File: config.mk
export PLATFORM = sky130hd
export DESIGN_NAME = fetch_unit_flat
export DESIGN_NICKNAME = d
export VERILOG_FILES = /design/src/rtl/fetch_unit_pkg.sv /design/src/rtl/fetch_unit_if.sv /design/src/rtl/fetch_unit_npc.sv /design/src/rtl/fetch_unit.sv /design/src/flat_wrapper.sv
export SDC_FILE = /design/constraint.sdc
export NUM_CORES = 1
export LEC_CHECK = 0
export ABC_AREA = 1
export CORE_MARGIN = 3
export CORE_UTILIZATION = 45
export CTS_CLUSTER_DIAMETER = 80
export DETAILED_ROUTE_END_ITERATION = 12
export GPL_TIMING_DRIVEN = 0
export PLACE_DENSITY = 0.78
export SLEW_MARGIN = 10
export SYNTH_ARGS = -nofsm -noshare
export SYNTH_HDL_FRONTEND = slang
export SYNTH_SLANG_ARGS = --single-unit
File: constraint.sdc
create_clock -name clk -period 2.9 [get_ports clk]
set_clock_uncertainty 0.15 [all_clocks]
set_input_delay 0.29 -clock clk [delete_from_list [all_inputs] [get_ports clk]]
set_output_delay 0.29 -clock clk [all_outputs]
set_load 0.01 [all_outputs]
File: src/rtl/fetch_unit_pkg.sv
// Shared definitions for the instruction fetch unit: reset vector, FSM
// encoding and instruction field positions.
package fetch_unit_pkg;

  localparam logic [31:0] RESET_VECTOR = 32'h0000_3000;

  typedef enum logic [1:0] {
    ST_IDLE  = 2'd0,
    ST_FETCH = 2'd1,
    ST_HOLD  = 2'd2
  } state_t;

  localparam int OPCODE_MSB = 31;
  localparam int OPCODE_LSB = 26;
  localparam int FUNCT_MSB  = 5;
  localparam int FUNCT_LSB  = 0;
  localparam int TARGET_MSB = 25;
  localparam int IMM_MSB    = 15;

  // Branch displacement: sign-extended 16-bit word offset turned into bytes.
  function automatic logic [31:0] branch_offset(input logic [IMM_MSB:0] imm);
    return {{14{imm[IMM_MSB]}}, imm, 2'b00};
  endfunction

endpackage

File: src/rtl/fetch_unit_if.sv
// Instruction-memory read port between the fetch unit and memory.
// imem_req is held high with a stable imem_addr until a cycle with
// imem_ack=1; that cycle completes the read and imem_rdata is valid in it.
interface fetch_unit_if;
  logic        imem_req;
  logic [31:0] imem_addr;
  logic        imem_ack;
  logic [31:0] imem_rdata;

  modport master (
    output imem_req,
    output imem_addr,
    input  imem_ack,
    input  imem_rdata
  );

  modport slave (
    input  imem_req,
    input  imem_addr,
    output imem_ack,
    output imem_rdata
  );
endinterface

File: src/rtl/fetch_unit_npc.sv
// Next-PC selection: jump beats taken branch beats sequential PC+4.
module npc
  import fetch_unit_pkg::*;
(
  input  logic [31:0] PC4,
  input  logic [31:0] Instr,
  input  logic        Branch,
  input  logic        Zero,
  input  logic        jump,
  output logic [31:0] next_pc
);

  logic unused_opcode_bits;
  assign unused_opcode_bits = ^Instr[OPCODE_MSB:OPCODE_LSB];

  always_comb begin
    next_pc = PC4;
    if (jump) begin
      next_pc = {PC4[31:28], Instr[TARGET_MSB:0], 2'b00};
    end else if (Branch && Zero) begin
      next_pc = PC4 + branch_offset(Instr[IMM_MSB:0]);
    end
  end

endmodule

File: src/rtl/fetch_unit.sv
// Instruction fetch unit: requests the word at PC, holds it until the
// downstream stage retires it, then moves PC to the selected next address.
module fetch_unit
  import fetch_unit_pkg::*;
(
  input  logic          clk,
  input  logic          rst,
  fetch_unit_if.master  imem,
  output logic          inst_valid,
  input  logic          inst_accept,
  input  logic          Branch,
  input  logic          Zero,
  input  logic          jump,
  output logic [31:0]   Instr,
  output logic [5:0]    OpCode,
  output logic [5:0]    funct,
  output logic [31:0]   PC,
  output logic [31:0]   PC4,
  output state_t        state_dbg
);

  state_t      state;
  state_t      state_nxt;
  logic        load_instr;
  logic        advance_pc;
  logic [31:0] next_pc;

  always_ff @(posedge clk or posedge rst) begin
    if (rst) begin
      state <= ST_IDLE;
    end else begin
      state <= state_nxt;
    end
  end

  always_comb begin
    state_nxt     = state;
    imem.imem_req = 1'b0;
    load_instr    = 1'b0;
    advance_pc    = 1'b0;
    case (state)
      ST_IDLE: begin
        state_nxt = ST_FETCH;
      end
      ST_FETCH: begin
        imem.imem_req = 1'b1;
        if (imem.imem_ack) begin
          load_instr = 1'b1;
          state_nxt  = ST_HOLD;
        end
      end
      ST_HOLD: begin
        // Branch/Zero/jump only matter here, via next_pc.
        if (inst_accept) begin
          advance_pc = 1'b1;
          state_nxt  = ST_FETCH;
        end
      end
      default: begin
        state_nxt = ST_IDLE;
      end
    endcase
  end

  always_ff @(posedge clk or posedge rst) begin
    if (rst) begin
      PC         <= RESET_VECTOR;
      Instr      <= 32'h0;
      inst_valid <= 1'b0;
    end else begin
      if (load_instr) begin
        Instr      <= imem.imem_rdata;
        inst_valid <= 1'b1;
      end
      if (advance_pc) begin
        PC         <= next_pc;
        inst_valid <= 1'b0;
      end
    end
  end

  npc u_npc (
    .PC4     (PC4),
    .Instr   (Instr),
    .Branch  (Branch),
    .Zero    (Zero),
    .jump    (jump),
    .next_pc (next_pc)
  );

  assign PC4            = PC + 32'd4;
  assign imem.imem_addr = PC;
  assign OpCode         = Instr[OPCODE_MSB:OPCODE_LSB];
  assign funct          = Instr[FUNCT_MSB:FUNCT_LSB];
  assign state_dbg      = state;

endmodule

File: src/flat_wrapper.sv
// flat-port wrapper written by rule: the top's interface ports become plain ports
module fetch_unit_flat import fetch_unit_pkg::*;
  (clk, rst, inst_valid, inst_accept, Branch, Zero, jump, Instr, OpCode, funct, PC, PC4, state_dbg, imem_imem_req, imem_imem_addr, imem_imem_ack, imem_imem_rdata);
  fetch_unit_if imem_i ();
  input  logic clk;
  input  logic rst;
  output logic inst_valid;
  input  logic inst_accept;
  input  logic Branch;
  input  logic Zero;
  input  logic jump;
  output logic [31:0] Instr;
  output logic [5:0] OpCode;
  output logic [5:0] funct;
  output logic [31:0] PC;
  output logic [31:0] PC4;
  output state_t state_dbg;
  output wire logic [$bits(imem_i.imem_req)-1:0] imem_imem_req;
  output wire logic [$bits(imem_i.imem_addr)-1:0] imem_imem_addr;
  input wire logic [$bits(imem_i.imem_ack)-1:0] imem_imem_ack;
  input wire logic [$bits(imem_i.imem_rdata)-1:0] imem_imem_rdata;
  assign imem_imem_req = imem_i.imem_req;
  assign imem_imem_addr = imem_i.imem_addr;
  assign imem_i.imem_ack = imem_imem_ack;
  assign imem_i.imem_rdata = imem_imem_rdata;
  fetch_unit u_core (.clk(clk), .rst(rst), .imem(imem_i), .inst_valid(inst_valid), .inst_accept(inst_accept), .Branch(Branch), .Zero(Zero), .jump(jump), .Instr(Instr), .OpCode(OpCode), .funct(funct), .PC(PC), .PC4(PC4), .state_dbg(state_dbg));
endmodule
# Word level (Yosys, flattened, before mapping)
# Cells that the tools add are included.
[op_classes]
n_addsub = 2
n_mul = 0
n_div = 0
magnitude_cmp = 0
eq_ne = 4
shifts = 0
muxes = 12
n_bitwise = 0
reduce_logical = 4
[ops]
columns = ["op", "count"]
rows = [
  ["32-bit two-way mux", 2],
  ["32-bit by 3-bit adder with 32-bit output (second input constant)", 1],
  ["32-bit adder", 1],
  ["1-bit two-way mux", 7],
  ["2-bit case mux with 3 select lines", 1],
  ["2-bit two-way mux", 2],
  ["2-bit inequality test (second input constant)", 2],
  ["2-bit by 1-bit equality test with 1-bit output (second input constant)", 1],
  ["2-bit equality test (second input constant)", 1],
  ["2-bit zero test", 1],
  ["2-bit AND reduction", 1],
  ["2-bit nonzero test", 1],
  ["1-bit logical AND", 1],
]
[word_totals]
regBits = 67
latch_bits = 0
ramBits = 0
mem_bits_ro = 0
inputBits = 39
output_inout_bits = 144
wordCells = 26
mem_count = 0

# Depth between registers and ports, before layout
[depth]
ltp_word = 4
depth_mapped = 25

# By module
# Synthesis repeated with hierarchy kept, for this count alone.
[unflattened]
hier_cells = 1055
area_unflattened_um2 = 6580.1
[by_module_without_submodules]
columns = ["mod", "instances", "cells_each", "area_per_inst_um2", "seq_area_each_um2"]
rows = [
  ["fetch_unit", 1, 500, 3841.2, 1679.1],
  ["npc", 1, 555, 2738.9, 0.0],
]

# Worst setup path before layout
# OpenSTA, ideal clock, no wires.
[synth_path]
kind = "reg2reg"
from = "register u_core.PC[3]"
to = "register u_core.PC[30]"
setup_ns = 0.117
t_arrival_ns = 2.650
required_ns = 2.633
slack_ns = -0.017
stages_incl_launch_ff = 21
path_buffers = 0
synth_period_minus_slack_ns = 2.917
cell_sequence = "dfrtp_1 > ha_1 > nand2_1 > inv_2 > nand2_2 > nor2_4 > nand3_2 > o21ai_1 > nand2_1 > ha_1 > nand2_1 > nor3_1 > nand2_1 > nor2_1 > nand2_1 > nand2_1 > nand2_1 > nand3_1 > nand2_1 > nand2_1 > nand2_1"
[synth_between]
elab_chain_len = 4
[synth_lines]
columns = ["item", "line_no", "text"]
rows = [
  ["from (decl)", "fetch_unit.sv:17", "output logic [31:0] PC,"],
  ["from (signal assigned)", "fetch_unit.sv:76", "PC <= next_pc;"],
  ["32-bit by 3-bit adder with 32-bit output", "fetch_unit.sv:91", "assign PC4 = PC + 32'd4;"],
  ["net PC4[20]", "flat_wrapper.sv:16", "output logic [31:0] PC4;"],
  ["32-bit adder", "fetch_unit_npc.sv:21", "next_pc = PC4 + branch_offset(Instr[IMM_MSB:0]);"],
  ["32-bit two-way mux", "fetch_unit_npc.sv:20", "end else if (Branch && Zero) begin"],
  ["32-bit two-way mux", "fetch_unit_npc.sv:18", "if (jump) begin"],
]
# The timed path passes the listed nets, and every way through them passes these cells.
# A chain may end at the register's enable or synchronous reset.

# Worst setup path in the final report
[layout_path]
from = "register u_core.PC[7]"
to = "register u_core.PC[31]"
[layout_between]
elab_chain_len = 4
[layout_lines]
columns = ["item", "line_no"]
rows = [
  ["32-bit by 3-bit adder with 32-bit output *", "fetch_unit.sv:91"],
  ["32-bit adder", "fetch_unit_npc.sv:21"],
  ["32-bit two-way mux", "fetch_unit_npc.sv:20"],
  ["32-bit two-way mux *", "fetch_unit_npc.sv:18"],
]
# Every way passes the cells marked *; elsewhere a longest branch is shown, timed or not.

==> out/summary.log <==
INFO  outcome        run_status=finished, violations left
INFO  outcome        violations=negative setup slack
INFO  synth          synth.lib_cells_used.distinct=42
INFO  floorplanning  chipHeight=128µm
INFO  global_routing grt_pass1_vias=7,997
INFO  clocking       cts.clk_slew.worst_paths=60ps
INFO  final_layout   area_growth_synth_to_finish=64.5%
INFO  worst_setup_path timing_worst_setup_path_type=flip-flop to flip-flop
INFO  clocking       clock_tree.htree_level_count=3
INFO  clocking       cts.root.buffer_cell=clkbuf_16
INFO  final_layout   nets=1,438
INFO  placed_design  place_congestion=0.988
INFO  timing         rsz0062_at_grt=yes
INFO  timing         period_share=110%
INFO  timing         worst_slack=-277ps
INFO  placed_design  port_buffers=175
INFO  flow_run       cap_viol_max_count=0
INFO  power          power_density=1420nW/µm²
INFO  timing         setup_viol_count_final=23
INFO  synth          yosysWarningCount=0
INFO  routing        detail_route.first_pass.iterations=5
INFO  global_routing largest_net_degree_at_the_start_of_global_routing=37
INFO  floorplanning  pin_count=183
INFO  routing        routed-via-count=8,553
INFO  clocking       cts_hold_buf=0
INFO  worst_setup_path worst_r2r_path_depth=19
INFO  floorplanning  placementRows=44
INFO  worst_setup_path critical_path.startpoint_type=flip-flop
INFO  worst_setup_path arrival_worst_endpoint=3250ps
INFO  clocking       number_of_buffers_added_by_the_clock_tree_synthesis_step=9
INFO  timing         timing.slew.headroom=31.1%
INFO  synth          synth.top_cell.area_share=23.5%
INFO  synth          synth_sequential_area_ratio=24.3%
INFO  synth          async_reset_ff_share=100%
INFO  timing         worst_pin_slew=1030ps
INFO  clocking       cts-root-to-sink-buffers=2
INFO  final_layout   nFillCells=976
INFO  final_layout   antennaDiodeCount=0
INFO  power          report.power.total=15.7mW
INFO  routing        drt_iter0_markers=930
INFO  floorplanning  die_area=16,400µm²
INFO  global_routing grt-ovfl-total=0
INFO  worst_setup_path cp_max_fo=5
INFO  placed_design  detailedPlacementHpwl=19.0mm
INFO  worst_setup_path setup.reg_to_reg.worst_slack=-280ps
INFO  timing         period_minus_slack=3180ps
INFO  power          cellLeakagePower=5.42nW
INFO  synth          synthCells=1,103
INFO  synth          most_frequently_used_cell_type_in_the_post_synthesis_netlist=nand2_1
INFO  synth          synth-main-ff-cell=dfrtp_1
INFO  floorplanning  initial_utilization=46.0%
INFO  global_routing grt_use_total=31.5%
INFO  min_path       hold_path.class=primary input to asynchronous set/reset pin
INFO  routing        avgViaCountPerCell=5.51
INFO  synth          synth_area_per_cell=6.09µm²
INFO  timing         drv_slew=0
INFO  timing         finalHoldWorstSlack=150ps
INFO  timing         clock.fmax=315MHz
INFO  synth          synth_enable_flop_cells=0
INFO  routing        routedWlPerCell=18.4µm
INFO  clocking       cts.sink_count=65
INFO  routing        postRouteWirelength=28.6mm
INFO  global_routing antenna_found_initial=0
INFO  clocking       cts_tree=done
INFO  global_routing grt_first_pass_wirelength=40.9mm
INFO  final_layout   drive_gt1_share=34.5%
INFO  power          ir_drop=649µV
INFO  worst_setup_path endpoint_kind=flip-flop
INFO  worst_setup_path worst_r2r_startpoint=u_core.PC[7]$_DFFE_PP0P_
INFO  worst_setup_path regToRegEndpoint=u_core.PC[31]$_DFFE_PP0P_
INFO  worst_setup_path crit_required=2970ps
INFO  floorplanning  floorplan_core_area=14,600µm²
INFO  synth          netlist.top_cell.by_area=dfrtp_1
INFO  synth          synth.top_cells.by_count=nand2_1 (401), inv_1 (174), nor2_1 (113)
INFO  routing        antenna_left=0
INFO  timing         timing.final.hold_violations=0
INFO  floorplanning  die_w=128µm
INFO  clocking       insertion_delay=340ps
INFO  synth          mappedNetlistArea=6720µm²
INFO  routing        drc_errors=0
INFO  synth          synthTopCellsByArea=dfrtp_1 (23%), nand2_1 (22%), inv_1 (9.7%)
INFO  synth          ys_seq_elements=65
==> cells by family after synthesis <==
group                      synth area share (%)
AOI/OAI and AO/OA                          6.11
xor gates and xnor gates                   2.22
adders and majority gates                  7.01
buffers and inverters                      16.5
DFF                                        24.3
muxes                                      4.70
other                                    0.0558
and+or+nand+nor                            39.1
==> worst max-delay path, cell delays in order, from the launching register on <==
cell and delay [ps]:
dfrtp_1 450, nand2_1 190, nor2_2 220, nand4_1 130, nor2_2 200, nand3_1 130
nand2_1 110, inv_1 100, ha_4 310, nand2_1 80, inv_1 120, nand3_4 120
nor3_4 190, nand2_1 120, nand2_4 90, inv_1 50, nand2_1 50, nand3_1 90
nand2_1 90, nand2_1 60
==> how the worst max path moves through the flow <==
stage,start,end,slack (ps),cells after the start
5_1_grt,u_core.PC[7]$_DFFE_PP0P_,u_core.PC[31]$_DFFE_PP0P_,-340,21
3_5_place_dp,u_core.PC[3]$_DFFE_PP0P_,u_core.PC[27]$_DFFE_PP0P_,-680,20
4_1_cts,u_core.PC[13]$_DFFE_PP1P_,u_core.PC[24]$_DFFE_PP0P_,-20,16
2_1_floorplan,u_core.PC[3]$_DFFE_PP0P_,u_core.PC[11]$_DFFE_PP0P_,4,18
6_report,u_core.PC[7]$_DFFE_PP0P_,u_core.PC[31]$_DFFE_PP0P_,-280,19
3_3_place_gp,u_core.PC[3]$_DFFE_PP0P_,u_core.PC[27]$_DFFE_PP0P_,-690,20
==> stage by stage <==
stage | setup TNS [ps] | area [µm²] | std cells | utilization (%) | setup WS [ps]
CTS | -42.7 | 10200 | 1529 | 70.0 | -16.4
detailed placement | -12200 | 8750 | 1468 | 59.9 | -680
global placement | -36510 | 8720 | 1467 | 59.8 | -691
floorplan | 0 | 6740 | 1108 | - | 3.83
global route | -4710 | 11000 | 1551 | 75.7 | -337
finish | -2940 | 11000 | 1551 | 75.7 | -277
==> layer usage <==
metal	GRT usage [%]	up-vias	part of all wire (%)
met5	0	-	0
met4	13.4	0	5.5
met3	6.71	161	10
met2	51.4	564	47
met1	40.4	3969	37
li1	-	3859	-
==> state kept, by name, summed over array words and instances, names as in the netlist <==
signal	cells
u_core.PC	30
u_core.Instr	32
u_core.inst_valid	1
u_core.state_dbg	2
==> area by class of cell <==
class,count,area (µm²),area share [%]
buffer,68,448,4.05
clock buffer,12,236,2.14
clock inverter,4,30.0,0.272
inverter,176,674,6.10
multi-input combinational,799,5460,49.5
sequential,65,1650,15.0
tap,184,230,2.08
timing repair buffer,243,2310,20.9
==> cells in the final DEF (no fill, tap or decap), types with 4 or more instances in the layout <==
cell             instances
nand3_2                 28
buf_6                    4
a21oi_2                 11
nand2_2                 73
conb_1                   6
nor3_4                   5
nor2_4                  31
clkdlybuf4s50_1        164
nand3_1                 43
clkbuf_16                9
inv_2                   24
clkbuf_1                17
inv_4                    4
dfrtp_2                 19
buf_4                  113
nor2_1                  69
o21ai_1                  8
nand2_1                311
xor2_4                   5
ha_1                     7
mux2_2                  28
inv_1                  146
ha_4                    29
nand2_4                 21
and2_4                   4
nand4_1                  7
a21oi_1                 20
nand3_4                  5
dfrtp_1                 44
buf_2                    4
o21ai_0                 18
dlymetal6s2s_1           8
nand3b_1                 4
nor2_2                  20
==> report_power, final <==
part,switching [mW],total [mW],leakage (nW),internal (mW)
registers,0.889,2.27,0.749,1.38
logic,6.74,12.4,4.54,5.64
clock network,0.428,1.01,0.127,0.581
total,8.06,15.7,5.42,7.60
==> what timing repair did <==
item	4_1_cts	5_1_grt
endpoints found under the hold margin	0	0
resized for setup	182	201
endpoints found under the setup margin	39	38
pin swaps	54	103
buffers inserted	45	22
No activity file was read; power rests on OpenSTA's default activity.
